$ cat config.mk
export PLATFORM = sky130hd
export DESIGN_NAME = uart_switch_ctrl_flat
export DESIGN_NICKNAME = d
export VERILOG_FILES = /design/src/rtl/uart_switch_ctrl_if.sv /design/src/rtl/uart_switch_ctrl.sv /design/src/flat_wrapper.sv
export SDC_FILE = /design/constraint.sdc
export NUM_CORES = 1
export LEC_CHECK = 0
export ABC_AREA = 1
export ABC_CLOCK_PERIOD_IN_PS = 2420
export BUFFER_PORTS_ARGS = -buffer_cell sky130_fd_sc_hd__buf_2
export CORE_ASPECT_RATIO = 1.4
export CORE_MARGIN = 2
export CORE_UTILIZATION = 65
export DETAILED_ROUTE_END_ITERATION = 10
export HOLD_SLACK_MARGIN = 0.08
export PLACE_DENSITY_LB_ADDON = 0.08
export SYNTH_ARGS = -nofsm -noshare
export SYNTH_HDL_FRONTEND = slang
export SYNTH_SLANG_ARGS = --single-unit
$ cat constraint.sdc
create_clock -name shell_clk -period 2.42 [get_ports shell_clk]
set_input_delay 0.484 -clock shell_clk [delete_from_list [all_inputs] [get_ports shell_clk]]
set_output_delay 0.484 -clock shell_clk [all_outputs]
set_load 0.01 [all_outputs]
$ cat src/rtl/uart_switch_ctrl_if.sv
// Request handshake between the host control path and the UART switch sequencer.
// The master issues target-node requests; the slave (sequencer) accepts them.
interface uart_switch_ctrl_if #(
  parameter int PITON_N_LOG = 2
) ();
  logic                   req_valid;
  logic [PITON_N_LOG-1:0] req_sel;
  logic                   req_ready;

  modport master (
    output req_valid,
    output req_sel,
    input  req_ready
  );

  modport slave (
    input  req_valid,
    input  req_sel,
    output req_ready
  );
endinterface

$ cat src/rtl/uart_switch_ctrl.sv
// Shell-side UART select sequencer: waits for both UART lines to be quiet, moves sw,
// then holds a settle window so a switch never lands in the middle of a character.
module uart_switch_ctrl #(
  parameter int PITON_N        = 4,
  parameter int PITON_N_LOG    = 2,
  parameter int QUIET_CYCLES   = 1024,
  parameter int SETTLE_CYCLES  = 256,
  parameter int TIMEOUT_CYCLES = 1048576
) (
  input  logic                   shell_clk,
  input  logic                   shell_rst_n,
  uart_switch_ctrl_if.slave      req_if,
  input  logic                   shell_tx,
  input  logic                   shell_rx,
  output logic [PITON_N_LOG-1:0] sw,
  output logic                   settling,
  output logic                   busy,
  output logic                   done,
  output logic                   err
);

  localparam int QW       = $clog2(QUIET_CYCLES + 1);
  localparam int SW_W     = $clog2(SETTLE_CYCLES + 1);
  localparam int TW       = $clog2(TIMEOUT_CYCLES + 1);
  localparam int SEL_SPAN = 1 << PITON_N_LOG;

  localparam logic [QW-1:0]   Q_LAST = QW'(QUIET_CYCLES - 1);
  localparam logic [SW_W-1:0] S_LAST = SW_W'(SETTLE_CYCLES - 1);
  localparam logic [TW-1:0]   T_LAST = TW'(TIMEOUT_CYCLES - 1);

  typedef enum logic [1:0] {
    IDLE,
    WAIT_QUIET,
    SETTLE
  } state_t;

  state_t                 state_reg, state_next;
  logic [PITON_N_LOG-1:0] sw_reg, sw_next;
  logic [PITON_N_LOG-1:0] tgt_reg, tgt_next;
  logic [QW-1:0]          quiet_cnt_reg, quiet_cnt_next;
  logic [TW-1:0]          tmo_cnt_reg, tmo_cnt_next;
  logic [SW_W-1:0]        settle_cnt_reg, settle_cnt_next;
  logic                   done_reg, done_next;
  logic                   err_reg, err_next;
  logic [1:0]             tx_sync_reg, rx_sync_reg;

  logic [PITON_N_LOG-1:0] req_sel;
  logic                   req_valid;
  logic                   line_idle;
  logic [SEL_SPAN-1:0]    sel_ok;

  assign req_sel   = req_if.req_sel;
  assign req_valid = req_if.req_valid;

  // Per-code legality table, so out-of-range checks stay a plain lookup for any PITON_N.
  generate
    for (genvar gi = 0; gi < SEL_SPAN; gi++) begin : g_sel_ok
      assign sel_ok[gi] = (gi < PITON_N);
    end
  endgenerate

  // Lines reset to mark so a fresh reset does not look like line activity.
  always_ff @(posedge shell_clk) begin
    if (!shell_rst_n) begin
      tx_sync_reg <= 2'b11;
      rx_sync_reg <= 2'b11;
    end else begin
      tx_sync_reg <= {tx_sync_reg[0], shell_tx};
      rx_sync_reg <= {rx_sync_reg[0], shell_rx};
    end
  end

  assign line_idle = tx_sync_reg[1] & rx_sync_reg[1];

  always_ff @(posedge shell_clk) begin
    if (!shell_rst_n) begin
      state_reg      <= IDLE;
      sw_reg         <= '0;
      tgt_reg        <= '0;
      quiet_cnt_reg  <= '0;
      tmo_cnt_reg    <= '0;
      settle_cnt_reg <= '0;
      done_reg       <= 1'b0;
      err_reg        <= 1'b0;
    end else begin
      state_reg      <= state_next;
      sw_reg         <= sw_next;
      tgt_reg        <= tgt_next;
      quiet_cnt_reg  <= quiet_cnt_next;
      tmo_cnt_reg    <= tmo_cnt_next;
      settle_cnt_reg <= settle_cnt_next;
      done_reg       <= done_next;
      err_reg        <= err_next;
    end
  end

  always_comb begin
    state_next      = state_reg;
    sw_next         = sw_reg;
    tgt_next        = tgt_reg;
    quiet_cnt_next  = quiet_cnt_reg;
    tmo_cnt_next    = tmo_cnt_reg;
    settle_cnt_next = settle_cnt_reg;
    done_next       = 1'b0;
    err_next        = 1'b0;

    case (state_reg)
      IDLE: begin
        if (req_valid) begin
          if (!sel_ok[req_sel]) begin
            err_next = 1'b1;
          end else if (req_sel == sw_reg) begin
            done_next = 1'b1;
          end else begin
            tgt_next       = req_sel;
            quiet_cnt_next = '0;
            tmo_cnt_next   = '0;
            state_next     = WAIT_QUIET;
          end
        end
      end

      WAIT_QUIET: begin
        tmo_cnt_next   = tmo_cnt_reg + TW'(1);
        quiet_cnt_next = line_idle ? quiet_cnt_reg + QW'(1) : '0;
        // Switching takes priority over a timeout landing on the same cycle.
        if (line_idle && (quiet_cnt_reg == Q_LAST)) begin
          sw_next         = tgt_reg;
          quiet_cnt_next  = '0;
          settle_cnt_next = '0;
          state_next      = SETTLE;
        end else if (tmo_cnt_reg == T_LAST) begin
          err_next   = 1'b1;
          state_next = IDLE;
        end
      end

      SETTLE: begin
        settle_cnt_next = settle_cnt_reg + SW_W'(1);
        if (settle_cnt_reg == S_LAST) begin
          done_next  = 1'b1;
          state_next = IDLE;
        end
      end

      default: begin
        state_next = IDLE;
      end
    endcase
  end

  assign req_if.req_ready = (state_reg == IDLE);
  assign busy             = (state_reg != IDLE);
  assign settling         = (state_reg == SETTLE);
  assign sw               = sw_reg;
  assign done             = done_reg;
  assign err              = err_reg;

endmodule

$ cat src/flat_wrapper.sv
// flat-port wrapper written by rule: the top's interface ports become plain ports
module uart_switch_ctrl_flat 
#(
  parameter int PITON_N        = 4,
  parameter int PITON_N_LOG    = 2,
  parameter int QUIET_CYCLES   = 1024,
  parameter int SETTLE_CYCLES  = 256,
  parameter int TIMEOUT_CYCLES = 1048576
)
  (shell_clk, shell_rst_n, shell_tx, shell_rx, sw, settling, busy, done, err, req_if_req_valid, req_if_req_sel, req_if_req_ready);
  uart_switch_ctrl_if #(.PITON_N_LOG(PITON_N_LOG)) req_if_i ();
  input  logic shell_clk;
  input  logic shell_rst_n;
  input  logic shell_tx;
  input  logic shell_rx;
  output logic [PITON_N_LOG-1:0] sw;
  output logic settling;
  output logic busy;
  output logic done;
  output logic err;
  input wire logic [$bits(req_if_i.req_valid)-1:0] req_if_req_valid;
  input wire logic [$bits(req_if_i.req_sel)-1:0] req_if_req_sel;
  output wire logic [$bits(req_if_i.req_ready)-1:0] req_if_req_ready;
  assign req_if_i.req_valid = req_if_req_valid;
  assign req_if_i.req_sel = req_if_req_sel;
  assign req_if_req_ready = req_if_i.req_ready;
  uart_switch_ctrl #(.PITON_N(PITON_N), .PITON_N_LOG(PITON_N_LOG), .QUIET_CYCLES(QUIET_CYCLES), .SETTLE_CYCLES(SETTLE_CYCLES), .TIMEOUT_CYCLES(TIMEOUT_CYCLES)) u_core (.shell_clk(shell_clk), .shell_rst_n(shell_rst_n), .req_if(req_if_i), .shell_tx(shell_tx), .shell_rx(shell_rx), .sw(sw), .settling(settling), .busy(busy), .done(done), .err(err));
endmodule
==> impl_summary.log, run 1 <==
[metrics] number of instances resized during post-cts repair: 0
[metrics] dominant combinational cell family by area after synthesis: simple AND/OR/NAND/NOR gates
[metrics] fin crit share: 0.6952
[metrics] unrepaired setup endpoints after global routing: false
[metrics] maximum clock frequency: 0.5944 GHz
[metrics] most frequent cells in the layout: sky130_fd_sc_hd__nand2_1, sky130_fd_sc_hd__dfxtp_1, sky130_fd_sc_hd__nand3_1
[metrics] synthesized netlist net count: 442
[metrics] CP Data Arrival Time: 1.93 ns
[metrics] simple-gate share of the synthesized area: 0.4312
[metrics] First-pass DRT Iterations: 4
[metrics] final antenna-violating net count: 0
[metrics] smallest hold slack: 0.3412 ns
[metrics] most common library cell in the layout ignoring fill and taps: sky130_fd_sc_hd__nand2_1
[metrics] Routability Congestion: 0.8038
[metrics] post-synthesis instance area: 2983 um2
[metrics] cell at the root of the clock tree: sky130_fd_sc_hd__clkbuf_8
[metrics] count of different cell masters after synthesis: 37
[metrics] peak ir drop on the vdd network: 390.2 uV
[metrics] Total Neg Setup Slack: 0 ns
[metrics] cells after synthesis: 431
[metrics] relative slew slack: 0.5829
[metrics] Fin Clk Skew: 0.006581 ns
[metrics] via count of the first global-routing pass: 2,477
[metrics] effective utilization at floorplan: 0.6683
[metrics] TritonCTS clock tree: yes
[metrics] Tightest Pin Transition: 0.6234 ns
[metrics] number of hold violations in the final report: 0
[metrics] total overflow reported by the global router: 0
[metrics] Crit Path Class: reg -> reg
[metrics] leakage power: 1.164 nW
[metrics] xor and xnor area share after synthesis: 0.008809
[metrics] run status: finished clean
[metrics] class of the worst hold path: in -> reg
[metrics] Sink Count: 53
[metrics] pin count of the biggest net entering global routing: 33
[metrics] number of warnings issued by yosys: 0
[metrics] area enclosed by the die boundary: 5154 um2
[metrics] Worst setup SP type: register
[metrics] sequential fraction of the synthesis area: 0.3557
[metrics] detailed router's first-iteration violation count: 151
[metrics] total number of H-tree levels: 2
[metrics] hold buffer count at CTS: 0
[metrics] Compound-Gate Fraction of Synth Area: 0.1107
[metrics] internal power: 1.225 mW
[metrics] number of violations of the max-capacitance limit: 0
[metrics] Required @ worst endpoint: 2.67 ns
[metrics] Switch Pwr: 0.4029 mW
[metrics] max reg flops: 21
[metrics] # nets final: 453
[metrics] core region area: 4463 um2
[metrics] portion of total power attributed to combinational logic: 0.062
[metrics] share of power burned in registers: 0.547
[metrics] number of setup violations in the final report: 0
[metrics] x dimension of the die: 61.25 um
[metrics] Die H: 84.16 um
[metrics] clock transition at the registers of the reported paths: 0.10 ns
[metrics] number of pins exceeding their max-slew limit in the final report: 0
[metrics] buffer count from post-CTS setup fixing: 0
[metrics] wire length of the first global-routing pass: 10,690 um
[metrics] total CTS buffers: 5
[metrics] estimated wirelength of the detail-placed design: 4262 um
[metrics] overall via count from detail_route: 2,716
[metrics] routed wirelength normalized by instance count: 11.99 um
[metrics] routed vias/inst: 5.378
[metrics] switching share of power: 0.2474
[metrics] DRC Markers: 0
[metrics] wire length reported by the detailed router: 6054 um
[metrics] post-synthesis share of cell area spent on full adders, half adders and majority gates: 0.01678
[metrics] clock share of power: 0.391
[metrics] Std-Cell Rows: 29
[metrics] Critical Path Fanout Max: 4
[metrics] maximum number of buffers from clock root to sink: 2
[metrics] final worst path period need: 1.682 ns
[metrics] Global Route Usage Sum: 0.2642
[metrics] Clock Latency Late Sink: 0.32 ns
[metrics] count of port buffers added during placement: 13
[metrics] share of final-layout standard cells stronger than drive strength 1: 0.1761
[metrics] mux contribution to synthesized area: 0
[metrics] Yosys reg bits: 53
[metrics] layout overhead on the synthesized area: 6.795%
[metrics] antenna diode count: 0
[metrics] Critical Path Sink Type: register
[metrics] pwr/cell area: 511.1 nW/um2
[metrics] initial antenna violation count: 0
[metrics] average size of a mapped cell: 6.921 um2
[metrics] count of pins on the block boundary: 14
logic make-up after synthesis:
| logic type | after synthesis |
|---|---|
| simple gates | 259 |
| compound gates | 60 |
| flops | 53 |
| buf+inv | 52 |
| fa+ha+maj | 4 |
| xor+xnor | 3 |
metrics by stage:
step	cell area, um2	instances	total power, mW	setup slack, ns	utilization
floorplan	2983	431	0.9909	0.9475	-
global placement	3067	497	1.010	0.6277	0.6871
detailed placement	3067	497	1.012	0.5618	0.6871
CTS	3186	505	1.633	0.7303	0.7138
global route	3186	505	1.681	0.5527	0.7138
finish	3186	505	1.628	0.7377	0.7138
area by class of cell:
cell class | count | area (um2)
multi-input cells | 326 | 1693
fillers | 393 | 1277
flip-flops and latches | 53 | 1061
inverters | 41 | 155.1
repair buffers | 15 | 80.08
well taps | 62 | 77.57
clock buffers | 5 | 68.82
clock inverters | 3 | 50.05
worst max-delay path, cell delays in order, from the launching register on:
cell and delay [ns]:
sky130_fd_sc_hd__dfxtp_1 0.39, sky130_fd_sc_hd__ha_1 0.21, sky130_fd_sc_hd__nand3_1 0.10, sky130_fd_sc_hd__nor2_1 0.14, sky130_fd_sc_hd__nand3_1 0.11, sky130_fd_sc_hd__nor2_1 0.12, sky130_fd_sc_hd__ha_1 0.25, sky130_fd_sc_hd__o22ai_2 0.18
sky130_fd_sc_hd__inv_2 0.04, sky130_fd_sc_hd__nor2_1 0.08
metal layers:
metal  track usage  up-vias  share of wire  wire (um)
li1              -     1422              -          -
met1        0.3473     1226           0.45       2708
met2        0.4304       58           0.50       3050
met3       0.04160       10          0.032        191
met4       0.08893        0          0.017        104
met5             0        -              0          0
worst paths after layout:
path / end / depth (start not counted) / slack (ns) / from
worst min register to register: u_core.tx_sync_reg[1] / 1 / 0.42 / u_core.tx_sync_reg[0]
worst max register to register: u_core.settle_cnt_reg[8] / 9 / 0.74 / u_core.settle_cnt_reg[0]
worst min-delay path: u_core.tx_sync_reg[0] / 2 / 0.34 / shell_tx
worst max-delay path: u_core.settle_cnt_reg[8] / 9 / 0.74 / u_core.settle_cnt_reg[0]
Yosys cell counts, drive strengths merged:
library cell	instances	area, um2
clkbuf	4	15.01
dfxtp	53	1061
nor3	1	5.000
clkinv	4	16.26
or2	16	100.1
nand2	123	504.2
xor2	1	8.760
inv	37	138.9
o2111ai	1	8.760
nor3b	1	7.510
a22oi	1	7.510
xnor2	2	17.52
a21oi	43	219.0
nor4	1	12.51
and2	1	6.260
buf	7	58.80
nor2	52	281.5
nand3	53	285.3
nand4	11	83.83
ha	4	50.05
o21bai	2	15.01
o21ai	11	55.05
o22ai	2	25.02
power groups by stage:
stage	sequential (mW)	clock, mW	combinational, mW
2_1_floorplan	0.910	0	0.0809
3_3_place_gp	0.911	0	0.0983
3_5_place_dp	0.911	0	0.101
4_1_cts	0.891	0.641	0.101
5_1_grt	0.893	0.677	0.112
6_report	0.891	0.637	0.100
(Power assumes the default switching activity.)
==> inputs of run 2 (changes only) <==
ABC_CLOCK_PERIOD_IN_PS = 1500   (was 2420)
CORE_UTILIZATION = 55   (was 65)
clock period = 1.5 ns   (was 2.42 ns; I/O delays follow)
==> impl_summary.log, run 2 (synthesized netlist as in run 1, its figures left out) <==
[metrics] number of violations of the max-capacitance limit: 0 (unchanged)
[metrics] unrepaired setup endpoints after global routing: true
[metrics] CP Data Arrival Time: 1.71 ns (-0.22 ns)
[metrics] maximum number of buffers from clock root to sink: 2 (unchanged)
[metrics] max reg flops: 21 (unchanged)
[metrics] most frequent cells in the layout: sky130_fd_sc_hd__nand2_1, sky130_fd_sc_hd__dfxtp_1, sky130_fd_sc_hd__nand3_1
[metrics] routed vias/inst: 5.397 (+0.34%)
[metrics] # nets final: 476 (+5.1%)
[metrics] First-pass DRT Iterations: 4 (unchanged)
[metrics] most common library cell in the layout ignoring fill and taps: sky130_fd_sc_hd__nand2_1
[metrics] highest-delay cell along the critical path: sky130_fd_sc_hd__dfxtp_2
[metrics] Tightest Pin Transition: 0.3938 ns (-0.2297 ns)
[metrics] internal power: 1.924 mW (+57%)
[metrics] count of pins on the block boundary: 14 (unchanged)
[metrics] initial antenna violation count: 0 (unchanged)
[metrics] TritonCTS clock tree: yes
[metrics] fin crit share: 0.9718 (+0.2766)
[metrics] class of the worst hold path: in -> reg
[metrics] Clock Latency Late Sink: 0.31 ns (about the same)
[metrics] via count of the first global-routing pass: 2,612 (+5.5%)
[metrics] relative slew slack: 0.7371 (+0.1542)
[metrics] worst stage delay on the critical path: 0.36 ns (-0.03 ns)
[metrics] Critical Path Fanout Max: 2 (-2)
[metrics] effective utilization at floorplan: 0.5739 (-0.09444)
[metrics] wire length of the first global-routing pass: 11,360 um (+6.3%)
[metrics] final worst path period need: 1.458 ns (-0.2247 ns)
[metrics] maximum clock frequency: 0.6860 GHz (+15%)
[metrics] Die H: 91.14 um (+8.3%)
[metrics] Required @ worst endpoint: 1.75 ns (-0.92 ns)
[metrics] Crit Path Class: reg -> reg
[metrics] estimated wirelength of the detail-placed design: 4663 um (+9.4%)
[metrics] Std-Cell Rows: 31 (+6.9%)
[metrics] cell at the root of the clock tree: sky130_fd_sc_hd__clkbuf_8
[metrics] overall via count from detail_route: 2,871 (+5.7%)
[metrics] number of hold violations in the final report: 0 (unchanged)
[metrics] layout overhead on the synthesized area: 15.69%
[metrics] final antenna-violating net count: 0 (unchanged)
[metrics] antenna diode count: 0 (unchanged)
[metrics] Global Route Usage Sum: 0.2339 (-0.03027)
[metrics] Routability Congestion: 0.8265 (+2.8%)
[metrics] core occupancy in the finished layout: 0.6639 (-0.04983)
[metrics] Worst setup SP type: register
[metrics] Sink Count: 53 (unchanged)
[metrics] number of setup violations in the final report: 0 (unchanged)
[metrics] core region area: 5197 um2 (+16%)
[metrics] clock share of power: 0.358 (-0.033)
[metrics] switching share of power: 0.2477 (+0.0002659)
[metrics] Switch Pwr: 0.6337 mW (+57%)
[metrics] run status: finished clean
[metrics] wire length reported by the detailed router: 6638 um (+9.6%)
[metrics] count of port buffers added during placement: 13 (unchanged)
[metrics] x dimension of the die: 66.24 um (+8.1%)
[metrics] leakage power: 1.267 nW (+8.9%)
[metrics] total number of H-tree levels: 2 (unchanged)
[metrics] share of power burned in registers: 0.561 (+0.014)
[metrics] DRC Markers: 0 (unchanged)
[metrics] total CTS buffers: 5 (unchanged)
[metrics] portion of total power attributed to combinational logic: 0.081 (+0.019)
[metrics] share of final-layout standard cells stronger than drive strength 1: 0.2532 (+0.07715)
[metrics] clock transition at the registers of the reported paths: 0.09 ns (about the same)
[metrics] area enclosed by the die boundary: 6037 um2 (+17%)
[metrics] pwr/cell area: 741.3 nW/um2 (+45%)
[metrics] critical-path cell list: ha_4, nand3_4, nor2_4, nand3_2, nor2_2, ha_1, o22ai_2, inv_2, nor2_1
[metrics] peak ir drop on the vdd network: 553.8 uV (+42%)
[metrics] total overflow reported by the global router: 0 (unchanged)
[metrics] number of pins exceeding their max-slew limit in the final report: 0 (unchanged)
[metrics] routed wirelength normalized by instance count: 12.48 um (+4.1%)
[metrics] detailed router's first-iteration violation count: 143 (-5.3%)
[metrics] pin count of the biggest net entering global routing: 29 (-12%)
[metrics] Fin Clk Skew: 0.006768 ns (+0.0001863 ns)
[metrics] Critical Path Sink Type: register
[metrics] Total Neg Setup Slack: 0 ns (unchanged)
-- run 2: cell types whose count changed in the layout (fill, tap and decap cells not counted), sizes merged --
cell | before | now
buf | 15 | 38
clkbuf | 5 | 7
bufinv | 1 | 0
clkinv | 5 | 4
-- run 2: worst paths after layout --
kind              cells after the start                       end  slack (ns)                     start
setup / recovery                      9  u_core.settle_cnt_reg[8]        0.04  u_core.settle_cnt_reg[1]
hold / removal                        2     u_core.rx_sync_reg[0]        0.17                  shell_rx
setup reg to reg                      9  u_core.settle_cnt_reg[8]        0.04  u_core.settle_cnt_reg[1]
hold reg to reg                       1     u_core.tx_sync_reg[1]        0.42     u_core.tx_sync_reg[0]
-- run 2: worst max-delay path, delay by kind of cell (launching register included) --
family,cells,cell delay [ns]
AND/OR/NAND/NOR,5,0.45
adder cells (fa/ha/maj),2,0.38
flip-flops,1,0.36
AO/OA/AOI/OAI,1,0.17
buffers and inverters,1,0.04
-- run 2: per-stage QoR --
step	power (mW)	setup WS (ns)	hold WS, ns	instances	instance area [um2]
6_report	2.558	0.04230	0.1725	532	3451
5_1_grt	2.663	-0.04952	0.1663	532	3451
4_1_cts	2.580	0.006588	0.1685	529	3371
3_5_place_dp	1.672	-0.005277	0.3972	520	3227
3_3_place_gp	1.668	0.02771	0.3947	520	3227
2_1_floorplan	1.599	0.02754	0.3925	431	2983
-- run 2: timing repair --
item,in CTS,in global routing
setup buffers,1,3
resized for setup,7,16
gates cloned,0,0
hold buffers,0,0
pin swaps,5,8
endpoints found under the hold margin,0,0
setup endpoints to repair,1,26
-- run 2: final cells by class --
type                       instances  area, um2
tap                               66      82.58
clock inverter                     1      8.758
clock buffer                       7      96.34
timing repair buffer              38      265.3
multi-input combinational        326       1774
inverter                          41      157.7
fill                             471       1747
sequential                        53       1066
-- run 2: layer usage --
| layer | global-route usage | wire length, um |
|---|---|---|
| met2 | 0.4000 | 3401 |
| met1 | 0.2879 | 2924 |
| met5 | 0 | 0 |
| met4 | 0.08163 | 139 |
| met3 | 0.04213 | 173 |
-- run 2: power groups by stage --
stage | logic [mW] | registers, mW | clock network [mW]
after global routing | 0.233 | 1.44 | 0.994
after global placement | 0.201 | 1.47 | 0
after floorplan | 0.131 | 1.47 | 0
after CTS | 0.207 | 1.43 | 0.939
after detailed placement | 0.205 | 1.47 | 0
final | 0.208 | 1.43 | 0.915
==> inputs of run 3 (changes only) <==
ABC_AREA = default   (was 1)
GPL_TIMING_DRIVEN = 0   (was default)
==> impl_summary.log, run 3 <==
[metrics] run status: complete, but fails checks
[metrics] violations in the final reports: setup timing
[metrics] commonest cells in the netlist: sky130_fd_sc_hd__dfxtp_1, sky130_fd_sc_hd__nand3_1, sky130_fd_sc_hd__nand2_1
[metrics] most common library cell in the layout ignoring fill and taps: sky130_fd_sc_hd__nand3_1
[metrics] initial antenna violation count: 0 (unchanged)
[metrics] number of setup violations in the final report: 37 (+37)
[metrics] busiest layer in global routing: met2
[metrics] Yosys reg bits: 53 (unchanged)
[metrics] critical-path cell list: xor2_4, buf_12, o21ai_4, a2111oi_4, mux2i_1
[metrics] detailed router's first-iteration violation count: 253 (+77%)
[metrics] met3 track demand over resource: 0.03526 (-0.006867)
[metrics] number of pins exceeding their max-slew limit in the final report: 0 (unchanged)
[metrics] Sink Count: 53 (unchanged)
[metrics] core region area: 4917 um2 (-5.4%)
[metrics] antenna diode count: 0 (unchanged)
[metrics] leading cell types by total area after synthesis: sky130_fd_sc_hd__dfxtp_1, sky130_fd_sc_hd__mux2i_1, sky130_fd_sc_hd__nand3_1
[metrics] cells after synthesis: 325 (-25%)
[metrics] Required @ worst endpoint: 1.73 ns (-0.02 ns)
[metrics] number of warnings issued by yosys: 0 (unchanged)
[metrics] effective utilization at floorplan: 0.5758 (+0.001922)
[metrics] worst stage delay on the critical path: 0.39 ns (+0.03 ns)
[metrics] met2 global-route usage: 0.4782 (+0.07822)
[metrics] pin count of the biggest net entering global routing: 19 (-34%)
[metrics] sequential fraction of the synthesis area: 0.3747 (+0.01902)
[metrics] Global Route Usage Sum: 0.2687 (+0.03480)
[metrics] total overflow reported by the global router: 0 (unchanged)
[metrics] count of different cell masters after synthesis: 55 (+49%)
[metrics] hold buffer count at CTS: 0 (unchanged)
[metrics] estimated wirelength of the detail-placed design: 4518 um (-3.1%)
[metrics] post-synthesis instance area: 2831 um2 (-5.1%)
[metrics] wire length reported by the detailed router: 9084 um (+37%)
[metrics] unrepaired setup endpoints after global routing: true
[metrics] peak ir drop on the vdd network: 452.9 uV (-18%)
[metrics] Critical Path Sink Type: register
[metrics] Worst setup SP type: register
[metrics] met1 Track Usage GR: 0.3357 (+0.04778)
[metrics] final worst path period need: 1.679 ns (+0.2211 ns)
[metrics] Total Neg Setup Slack: -3.595 ns (-3.595 ns)
[metrics] maximum number of buffers from clock root to sink: 2 (unchanged)
[metrics] DRC Markers: 0 (unchanged)
[metrics] most frequent cells in the layout: sky130_fd_sc_hd__nand3_1, sky130_fd_sc_hd__buf_4, sky130_fd_sc_hd__nand2_1, sky130_fd_sc_hd__dfxtp_1, sky130_fd_sc_hd__mux2i_1
[metrics] share of final-layout standard cells stronger than drive strength 1: 0.3870 (+0.1338)
[metrics] max reg flops: 21 (unchanged)
[metrics] count of port buffers added during placement: 13 (unchanged)
[metrics] Crit Path Class: reg -> reg
[metrics] overall via count from detail_route: 3,008 (+4.8%)
[metrics] First-pass DRT Iterations: 5 (+1)
[metrics] CP Data Arrival Time: 1.91 ns (+0.20 ns)
[metrics] # nets final: 395 (-17%)
[metrics] total of fill cells in the finished design: 270 (-43%)
[metrics] Die H: 88.90 um (-2.5%)
[metrics] number of synthesized flops with an enable pin: 0 (unchanged)
[metrics] area enclosed by the die boundary: 5746 um2 (-4.8%)
[metrics] cell at the root of the clock tree: sky130_fd_sc_hd__clkbuf_8
[metrics] fin crit share: 1.119 (+0.1474)
[metrics] post-synthesis async set-or-reset flop share: 0 (unchanged)
[metrics] number of hold violations in the final report: 0 (unchanged)
[metrics] routed vias/inst: 6.699 (+24%)
[metrics] TritonCTS clock tree: yes
[metrics] clock transition at the registers of the reported paths: 0.10 ns (about the same)
[metrics] relative slew slack: 0.5598 (-0.1773)
[metrics] total CTS buffers: 5 (unchanged)
[metrics] area share of the largest cell type after synthesis: 0.3747 (+0.01902)
[metrics] Critical Path Fanout Max: 5 (+3)
[metrics] dominant cell by count in the synthesized netlist: sky130_fd_sc_hd__dfxtp_1
[metrics] highest-delay cell along the critical path: sky130_fd_sc_hd__dfxtp_4
[metrics] average size of a mapped cell: 8.712 um2 (+26%)
[metrics] Fin Clk Skew: 0.01326 ns (+0.006487 ns)
[metrics] leakage power: 1.322 nW (+4.3%)
[metrics] routed wirelength normalized by instance count: 20.23 um (+62%)
[metrics] slack of the worst reg-to-reg path: -0.18 ns (-0.22 ns)
[metrics] class of the worst hold path: in -> reg
[metrics] layout overhead on the synthesized area: 40.26%
[metrics] pwr/cell area: 666.3 nW/um2 (-10%)
[metrics] count of pins on the block boundary: 14 (unchanged)
[metrics] Tightest Pin Transition: 0.6587 ns (+0.2650 ns)
[metrics] maximum clock frequency: 0.5957 GHz (-13%)
[metrics] final antenna-violating net count: 0 (unchanged)
[metrics] main flop type after synthesis: sky130_fd_sc_hd__dfxtp_1
[metrics] Final WS setup: -0.1788 ns (-0.2211 ns)
[metrics] via count of the first global-routing pass: 2,525 (-3.3%)
[metrics] most area-hungry cell type in the Yosys netlist: sky130_fd_sc_hd__dfxtp_1
[metrics] Clock Latency Late Sink: 0.33 ns (+0.02 ns)
[metrics] Std-Cell Rows: 30 (-3.2%)
[metrics] x dimension of the die: 64.64 um (-2.4%)
[metrics] Pwr Total: 2.646 mW (+3.4%)
[metrics] total number of H-tree levels: 2 (unchanged)
[metrics] number of violations of the max-capacitance limit: 0 (unchanged)
[metrics] synthesized netlist net count: 336 (-24%)
[metrics] Routability Congestion: 0.7806 (-5.6%)
[metrics] wire length of the first global-routing pass: 12,060 um (+6.1%)
## run 3: stage by stage
step	instances	worst slack [ns]	instance area, um2	hold WS (ns)	utilization
floorplan	325	-0.05038	2895	0.3863	-
global placement	402	-0.2779	3040	0.3933	0.6183
detailed placement	402	-0.2942	3040	0.3978	0.6183
CTS	426	-0.1048	3513	0.1550	0.7145
global route	449	-0.2520	3971	0.1492	0.8076
finish	449	-0.1788	3971	0.1533	0.8076
## run 3: metal layers
| layer | up-vias | share of wire |
|---|---|---|
| met5 | - | 0 |
| met2 | 178 | 0.50 |
| met1 | 1438 | 0.39 |
| li1 | 1351 | - |
| met4 | 0 | 0.040 |
| met3 | 41 | 0.070 |
## run 3: worst paths after layout
path	endpoint	startpoint	depth (start not counted)
max	u_core.tmo_cnt_reg[11]	u_core.sw[1]	5
min	u_core.rx_sync_reg[0]	shell_rx	2
max reg2reg	u_core.tmo_cnt_reg[11]	u_core.sw[1]	5
min reg2reg	u_core.tx_sync_reg[1]	u_core.tx_sync_reg[0]	1
## run 3: kinds of logic after synthesis
group	after synthesis	synth area share
xor+xnor	3	0.01458
compound gates	69	0.1874
mux	20	0.07070
fa+ha+maj	4	0.01768
buf+inv	27	0.04065
flops	53	0.3747
simple gates	149	0.2943
## run 3: worst max-delay path: cells and delay by family, from the launching register on
family                    cells  cell delay, ns
xor gates and xnor gates      1            0.26
AOI/OAI and AO/OA             2            0.49
DFF                           1            0.39
buffers and inverters         1            0.14
muxes                         1            0.30
## run 3: repair_timing
action                                  CTS  global route
endpoints found under the setup margin   49            50
pin swaps                                17            22
buffers inserted                         14            21
gates cloned                              3             2
hold endpoints to repair                  0             0
resized for setup                        76            69
## run 3: cell type report
| type | count | area [um2] | share of cell area |
|---|---|---|---|
| buffer | 19 | 138.9 | 0.03497 |
| clock buffer | 5 | 68.82 | 0.01733 |
| clock inverter | 3 | 26.28 | 0.006616 |
| inverter | 7 | 35.03 | 0.008822 |
| multi-input combinational | 247 | 2081 | 0.5239 |
| sequential | 53 | 1126 | 0.2836 |
| tap | 64 | 80.08 | 0.02016 |
| timing repair buffer | 51 | 415.4 | 0.1046 |
## run 3: report_power, final
| part | leakage, nW | total (mW) | internal [mW] | switching (mW) |
|---|---|---|---|---|
| Combinational | 0.828 | 0.350 | 0.141 | 0.210 |
| Clock | 0.0487 | 0.887 | 0.342 | 0.545 |
| Sequential | 0.445 | 1.41 | 1.40 | 0.0110 |
